<file path="config.mk">
export PLATFORM = sky130hd
export DESIGN_NAME = huffman_param
export DESIGN_NICKNAME = d
export VERILOG_FILES = /design/src/rtl/huffman_pkg.sv /design/src/rtl/huffman_min2.sv /design/src/rtl/huffman_param.sv
export SDC_FILE = /design/constraint.sdc
export NUM_CORES = 2
export LEC_CHECK = 0
export CORE_MARGIN = 2
export CORE_UTILIZATION = 30
export DETAILED_ROUTE_END_ITERATION = 16
export PLACE_DENSITY = 0.5
export REMOVE_ABC_BUFFERS = 1
export SYNTH_ARGS = -nofsm -noshare
export SYNTH_HDL_FRONTEND = slang
export SYNTH_HIERARCHICAL = 1
export SYNTH_SLANG_ARGS = --single-unit
</file>
<file path="constraint.sdc">
create_clock -name clk -period 30.7 [get_ports clk]
set_input_delay 3.07 -clock clk [delete_from_list [all_inputs] [get_ports clk]]
set_output_delay 3.07 -clock clk [all_outputs]
set_load 0.005 [all_outputs]
</file>
<file path="src/rtl/huffman_pkg.sv">
// huffman_pkg: shared types and helpers for the parametrised Huffman encoder.
//   state_t        - controller states IDLE/COUNT/CNT_OUT/BUILD/DONE
//   node_t         - merge-tree node {weight, member mask, active}; the fields
//                    are sized for the largest supported build (16 symbols)
//   wgt_w()        - node weight width that can hold any sum of counts
//   lowest_member()- index of the lowest set bit of a member mask (tie-break key)
package huffman_pkg;

  localparam int MAX_SYM   = 16;
  localparam int MAX_WGT_W = 32;

  typedef enum logic [2:0] {
    ST_IDLE    = 3'd0,
    ST_COUNT   = 3'd1,
    ST_CNT_OUT = 3'd2,
    ST_BUILD   = 3'd3,
    ST_DONE    = 3'd4
  } state_t;

  typedef struct packed {
    logic [MAX_WGT_W-1:0] weight;
    logic [MAX_SYM-1:0]   members;
    logic                 active;
  } node_t;

  // Total of NUM_SYM counts of CNT_W bits never exceeds CNT_W+clog2(NUM_SYM) bits.
  function automatic int wgt_w(input int cnt_w, input int num_sym);
    return cnt_w + $clog2(num_sym);
  endfunction

  function automatic logic [3:0] lowest_member(input logic [MAX_SYM-1:0] mask);
    logic [3:0] idx;
    idx = 4'd0;
    // Scan downwards so the last hit is the lowest set bit.
    for (int i = MAX_SYM - 1; i >= 0; i--) begin
      idx = mask[i] ? 4'(i) : idx;
    end
    return idx;
  endfunction

endpackage

</file>
<file path="src/rtl/huffman_min2.sv">
// huffman_min2: combinational two-minimum finder over the node list.
//   nodes  in   node list (NUM_SYM entries)
//   min1   out  index of the lightest active node
//   min2   out  index of the next lightest active node
//   valid  out  1 when at least two nodes are active (a merge is possible)
// Ordering: lower weight first; on equal weight the node whose lowest member
// index is larger comes first.
module huffman_min2
  import huffman_pkg::*;
#(
  parameter int NUM_SYM = 6
) (
  input  node_t                      nodes [NUM_SYM],
  output logic [$clog2(NUM_SYM)-1:0] min1,
  output logic [$clog2(NUM_SYM)-1:0] min2,
  output logic                       valid
);

  localparam int IDX_W = $clog2(NUM_SYM);

  logic f1_s;
  logic f2_s;

  // True when node a should be picked ahead of node b.
  function automatic logic better(input node_t a, input node_t b);
    logic res;
    if (a.weight < b.weight) begin
      res = 1'b1;
    end else if (a.weight == b.weight) begin
      res = (lowest_member(a.members) > lowest_member(b.members));
    end else begin
      res = 1'b0;
    end
    return res;
  endfunction

  // Two sequential scans: best node, then best node excluding the first.
  always_comb begin
    min1 = '0;
    min2 = '0;
    f1_s = 1'b0;
    f2_s = 1'b0;
    for (int i = 0; i < NUM_SYM; i++) begin
      if (nodes[i].active && (!f1_s || better(nodes[i], nodes[min1]))) begin
        min1 = IDX_W'(i);
        f1_s = 1'b1;
      end else begin
        // current best stands
      end
    end
    for (int i = 0; i < NUM_SYM; i++) begin
      if (nodes[i].active && (i != int'(min1)) &&
          (!f2_s || better(nodes[i], nodes[min2]))) begin
        min2 = IDX_W'(i);
        f2_s = 1'b1;
      end else begin
        // current runner-up stands
      end
    end
    valid = f1_s & f2_s;
  end

endmodule

</file>
<file path="src/rtl/huffman_param.sv">
// huffman_param: per-frame symbol histogram followed by Huffman code build.
//   clk, reset  clock and asynchronous active-high reset
//   gray_valid  sample strobe; a frame is a contiguous run of valid cycles
//   gray_data   symbol value; only 1..NUM_SYM are counted
//   busy        high whenever the controller is not idle
//   CNT_valid   one-cycle pulse, CNT final (slice k-1 = count of symbol k)
//   CNT         per-symbol counts
//   code_valid  one-cycle pulse, HC and M final
//   HC, M       per-symbol code (LSB-aligned, root bit at the top) and mask
// Build option: HUFF_SAT_EN makes counts saturate at 2^CNT_W-1; without it
// counts wrap and a count that wraps to 0 marks the symbol inactive.
module huffman_param
  import huffman_pkg::*;
#(
  parameter int NUM_SYM = 6,
  parameter int DATA_W  = 8,
  parameter int CNT_W   = 8,
  parameter int CODE_W  = 8
) (
  input  logic                      clk,
  input  logic                      reset,
  input  logic                      gray_valid,
  input  logic [DATA_W-1:0]         gray_data,
  output logic                      busy,
  output logic                      CNT_valid,
  output logic [NUM_SYM*CNT_W-1:0]  CNT,
  output logic                      code_valid,
  output logic [NUM_SYM*CODE_W-1:0] HC,
  output logic [NUM_SYM*CODE_W-1:0] M
);

  localparam int WGT_W = wgt_w(CNT_W, NUM_SYM);
  localparam int IDX_W = $clog2(NUM_SYM);

  state_t              state_r;
  logic                busy_r;
  logic                cnt_valid_r;
  logic                code_valid_r;
  logic [CNT_W-1:0]    cnt_r  [NUM_SYM];
  logic [CODE_W-1:0]   hc_r   [NUM_SYM];
  logic [CODE_W-1:0]   m_r    [NUM_SYM];
  node_t               node_r [NUM_SYM];
  logic [IDX_W-1:0]    min1_s;
  logic [IDX_W-1:0]    min2_s;
  logic                pair_valid_s;
  logic [NUM_SYM-1:0]  hit_s;
  logic [WGT_W-1:0]    sum_s;

  function automatic logic [CNT_W-1:0] bump(input logic [CNT_W-1:0] c);
`ifdef HUFF_SAT_EN
    return (&c) ? c : c + CNT_W'(1);
`else
    return c + CNT_W'(1);
`endif
  endfunction

  huffman_min2 #(.NUM_SYM(NUM_SYM)) u_min2 (
    .nodes (node_r),
    .min1  (min1_s),
    .min2  (min2_s),
    .valid (pair_valid_s)
  );

  assign sum_s = WGT_W'(node_r[min1_s].weight + node_r[min2_s].weight);

  // One-hot decode of the incoming sample against symbols 1..NUM_SYM.
  always_comb begin
    hit_s = '0;
    for (int k = 0; k < NUM_SYM; k++) begin
      hit_s[k] = gray_valid && (32'(gray_data) == 32'(k + 1));
    end
  end

  // Controller, histogram and code-build state.
  // CNT_valid is registered out of the CNT_OUT state (visible on the first
  // BUILD cycle) and code_valid on the BUILD->DONE edge (visible in DONE), so
  // code_valid trails CNT_valid by the number of active symbols, minimum 1.
  always_ff @(posedge clk or posedge reset) begin
    if (reset) begin
      state_r      <= ST_IDLE;
      busy_r       <= 1'b0;
      cnt_valid_r  <= 1'b0;
      code_valid_r <= 1'b0;
      for (int k = 0; k < NUM_SYM; k++) begin
        cnt_r[k]  <= '0;
        hc_r[k]   <= '0;
        m_r[k]    <= '0;
        node_r[k] <= '0;
      end
    end else begin
      cnt_valid_r  <= 1'b0;
      code_valid_r <= 1'b0;
      case (state_r)
        ST_IDLE: begin
          if (gray_valid) begin
            for (int k = 0; k < NUM_SYM; k++) begin
              cnt_r[k] <= hit_s[k] ? CNT_W'(1) : CNT_W'(0);
              hc_r[k]  <= '0;
              m_r[k]   <= '0;
            end
            state_r <= ST_COUNT;
            busy_r  <= 1'b1;
          end
        end
        ST_COUNT: begin
          if (gray_valid) begin
            for (int k = 0; k < NUM_SYM; k++) begin
              if (hit_s[k]) begin
                cnt_r[k] <= bump(cnt_r[k]);
              end
            end
          end else begin
            state_r <= ST_CNT_OUT;
          end
        end
        ST_CNT_OUT: begin
          cnt_valid_r <= 1'b1;
          for (int k = 0; k < NUM_SYM; k++) begin
            node_r[k].weight  <= MAX_WGT_W'(cnt_r[k]);
            node_r[k].members <= MAX_SYM'(1) << k;
            node_r[k].active  <= (cnt_r[k] != CNT_W'(0));
          end
          state_r <= ST_BUILD;
        end
        ST_BUILD: begin
          if (pair_valid_s) begin
            // m+1 is the one-hot bit at the member's current length.
            for (int k = 0; k < NUM_SYM; k++) begin
              if (node_r[min1_s].members[k]) begin
                hc_r[k] <= hc_r[k] | (m_r[k] + CODE_W'(1));
                m_r[k]  <= (m_r[k] << 1) | CODE_W'(1);
              end else if (node_r[min2_s].members[k]) begin
                m_r[k]  <= (m_r[k] << 1) | CODE_W'(1);
              end
            end
            node_r[min2_s].weight  <= MAX_WGT_W'(sum_s);
            node_r[min2_s].members <= node_r[min2_s].members | node_r[min1_s].members;
            node_r[min1_s].active  <= 1'b0;
          end else begin
            // Slot k always keeps symbol k as a member, so a zero mask on an
            // active slot only happens when a single symbol was present.
            for (int k = 0; k < NUM_SYM; k++) begin
              if (node_r[k].active && (m_r[k] == CODE_W'(0))) begin
                m_r[k] <= CODE_W'(1);
              end
            end
            code_valid_r <= 1'b1;
            state_r      <= ST_DONE;
          end
        end
        ST_DONE: begin
          state_r <= ST_IDLE;
          busy_r  <= 1'b0;
        end
        default: begin
          state_r <= ST_IDLE;
          busy_r  <= 1'b0;
        end
      endcase
    end
  end

  assign busy       = busy_r;
  assign CNT_valid  = cnt_valid_r;
  assign code_valid = code_valid_r;

  for (genvar g = 0; g < NUM_SYM; g++) begin : g_flat
    assign CNT[g*CNT_W +: CNT_W]  = cnt_r[g];
    assign HC[g*CODE_W +: CODE_W] = hc_r[g];
    assign M[g*CODE_W +: CODE_W]  = m_r[g];
  end

endmodule
</file>
==> impl_results.md <==
- YS warnings: 6
- Part of the power in registers: 12.7%
- Fmax: 34.2 MHz
- Drt wl/cell: 23.2 µm
- First-pass GRT wire length: 216 mm
- Clk pwr share: 9.5%
- Crit path buffers/inverters: 8
- GRT Overall Usage: 25.2%
- Setup Skew: 13.6 ps
- Final ANT Viol Nets: 0
- Largest net degree at the start of global routing: 164
- Final #Nets: 5208
- Flops & latches, synth: 318
- Number of fill cells: 11500
- Syn Inst Count: 4124
- Proportion of layout cells with a drive suffix above 1: 7.84%
- Worst VDD drop: 0.137 mV
- Min Tclk post-route: 29260 ps
- Die W: 334 µm
- CTS tree: done
- Clock latency on the worst-skew pair: 600 ps
- Status: finished clean
- DP Wirelength: 110 mm
- CP max stage cell: dfrtp_1
- Initial DRC count: 3555
- Setup_tns: 0 ps
- Cell area after synthesis: 0.0327 mm²
- Switching part of the total: 56.4%
- Slew Viols, Final: 0
- Initial antenna violation count: 3
- Starting Density: 30.1%
- Endpoints failing setup: 0
- Final core utilization: 37.0%
- TritonCTS Buffers: 31
- Critical R2R Launch: node_r[205]
- Kind of critical path: reg -> reg
- Worst-path fanout max: 22
- Layout area overhead: 22.7%
- Die Footprint: 0.112 mm²
- Crit start category: register
- Clock Path Buffers: 3
- Ratio of final minimum period to clock period: 95.3%
- Final hold vios: 0
- Worst setup path startpoint: node_r[205]
- Num rows: 121
- Placer Congestion: 1.02
- # diodes: 0
- I/O Pins: 158
- Die Ht: 334 µm
- Switching pwr: 2430 µW
- Top FF cell, synth: dfrtp_1
- TritonCTS Sinks: 318
- CP peak stage delay: 600 ps
- DRC: 0
- Synth Area per Inst: 7.92 µm²
- Distinct cell type count after synthesis: 114
- Port Buf Inserts: 157
- Overall Power: 4300 µW
- Leak Pwr: 0.0181 µW
- Family with the most delay on the worst path: compound AO/OA/AOI/OAI gates
- Core area: 0.108 mm²
- PD cells: 107 mW/mm²
- Measured slew at the worst slew-check pin: 1170 ps
- Post-synthesis sequential area ratio: 24.4%
- Combinational group share of total power: 77.7%
- EDFF count, synth: 0
- Area of the multi-input gates: 0.0257 mm²
- Via total after detailed routing: 34800
- 1st-pass router iterations: 6
- Final WL: 145 mm
- P_int: 1880 µW
- Crit end category: register
- Max transition margin: 21.5%
- Worst Path Arrival: 29750 ps
- Fraction of registers with async set/reset: 100%
- Register area: 0.00796 mm²
- MaxCap Viol Count: 0
- CTS Root Cell: clkbuf_16
- Vias in the first global route: 32700
- H-tree depth: 1
- Critical path data required time: 31190 ps
- Worst Hold Class: reg -> reg
- Min-delay src: HC[40]
- Clock-pin slew on the worst setup and hold paths: 70 ps
- Via/cell ratio: 5.55
- Remaining Overflow, GRT: 0
==> final cells by class <==
cell class | instances | area share, %
inverters | 112 | 1.07
repair buffers | 350 | 7.80
well taps | 1414 | 4.41
multi-input cells | 4025 | 64.2
clock buffers | 44 | 2.28
clock inverters | 10 | 0.365
flip-flops and latches | 318 | 19.8
==> layer usage <==
metal  global-route usage, %  vias to the layer above  wire length (µm)
li1                        -                    16400                 -
met1                    34.9                    16700             63900
met2                    39.4                     1503             63500
met3                    3.94                      269             12000
met4                    9.25                        0              5820
met5                       0                        -                 0
==> power groups by stage <==
stage | combinational (µW) | clock [µW] | sequential (µW)
after global placement | 3130 | 0 | 549
after CTS | 3150 | 419 | 541
after detailed placement | 3130 | 0 | 549
after global routing | 3600 | 433 | 549
final | 3340 | 411 | 547
after floorplan | 1990 | 0 | 528
==> worst min-delay path, delay by kind of cell (launching register included) <==
kind               cells  cell delay [ps]
DFF                    1              340
and+or+nand+nor        1               40
AOI/OAI and AO/OA      1               60
==> kinds of logic (layout without fill, tap and decap cells) <==
kind of cell             after synthesis  in the layout  share of synthesized area (%)
AO/OA/AOI/OAI                       1450           1451                           29.6
buffers and inverters                351            516                           4.46
other                                  1            570                         0.0115
flip-flops                           318            318                           24.4
adder cells (fa/ha/maj)              359            359                           13.8
AND/OR/NAND/NOR                     1418           1418                           20.5
multiplexers                         168            168                           5.72
XOR/XNOR                              59             59                           1.58
==> final timing paths <==
kind	end	slack, ps	cells after the start
worst max register to register	node_r[27]	1440	127
worst min register to register	HC[40]	490	2
min in group asynchronous	CNT[21]	3050	2
max in group asynchronous	node_r[148]	25560	4
worst min-delay path	HC[40]	490	2
worst max-delay path	node_r[27]	1440	127
==> layout by cell type, fill, tap and decap left out, types with 36 or more instances in the layout <==
master,instances
a21oi_1,355
dfrtp_1,318
a21o_1,145
nand2_1,506
a22oi_1,112
a22o_1,52
o22ai_1,42
a31oi_1,44
nor2b_1,51
nor2_1,382
clkdlybuf4s50_1,157
nand2b_1,36
ha_1,358
inv_1,111
o211ai_1,38
a211oi_1,38
mux2i_1,125
o21ai_0,284
o21a_1,36
nand3_1,100
nor3_1,51
a311oi_1,72
conb_1,570
nand4_1,76
buf_4,181
==> cell usage after synthesis (76+ instances only) <==
library cell	count	area share [%]
nand2_1	509	5.8
nor2_1	386	4.4
a21oi_1	360	5.5
ha_1	358	14
dfrtp_1	318	24
o21ai_0	290	4.4
a21o_1	145	3.3
clkbuf_1	145	1.7
mux2i_1	128	3.9
a22oi_1	112	2.6
inv_1	112	1.3
nand3_1	100	1.5
nand4_1	76	1.5
==> registers in the layout (all words and copies together), names as in the netlist <==
register,count
M,48
CNT_valid,1
state_r,3
code_valid,1
CNT,48
node_r,168
busy,1
HC,48
==> timing repair <==
item	4_1_cts	5_1_grt
setup buffers	0	23
gates resized for setup	3	42
cloned	0	1
hold buffers	0	0
setup endpoints to repair	20	210
pin swaps	0	6
==> metrics by stage <==
step	worst slack (ps)	hold WS [ps]	instances	cell area (µm²)
6_report	1440	486	6273	40100
5_1_grt	-58.0	509	6273	40100
4_1_cts	13.7	490	6249	39700
3_5_place_dp	-174	475	6195	38600
3_3_place_gp	-208	473	6195	38600
2_1_floorplan	-7510	473	4454	33800
Note: power is estimated with default switching activity, not from simulation.
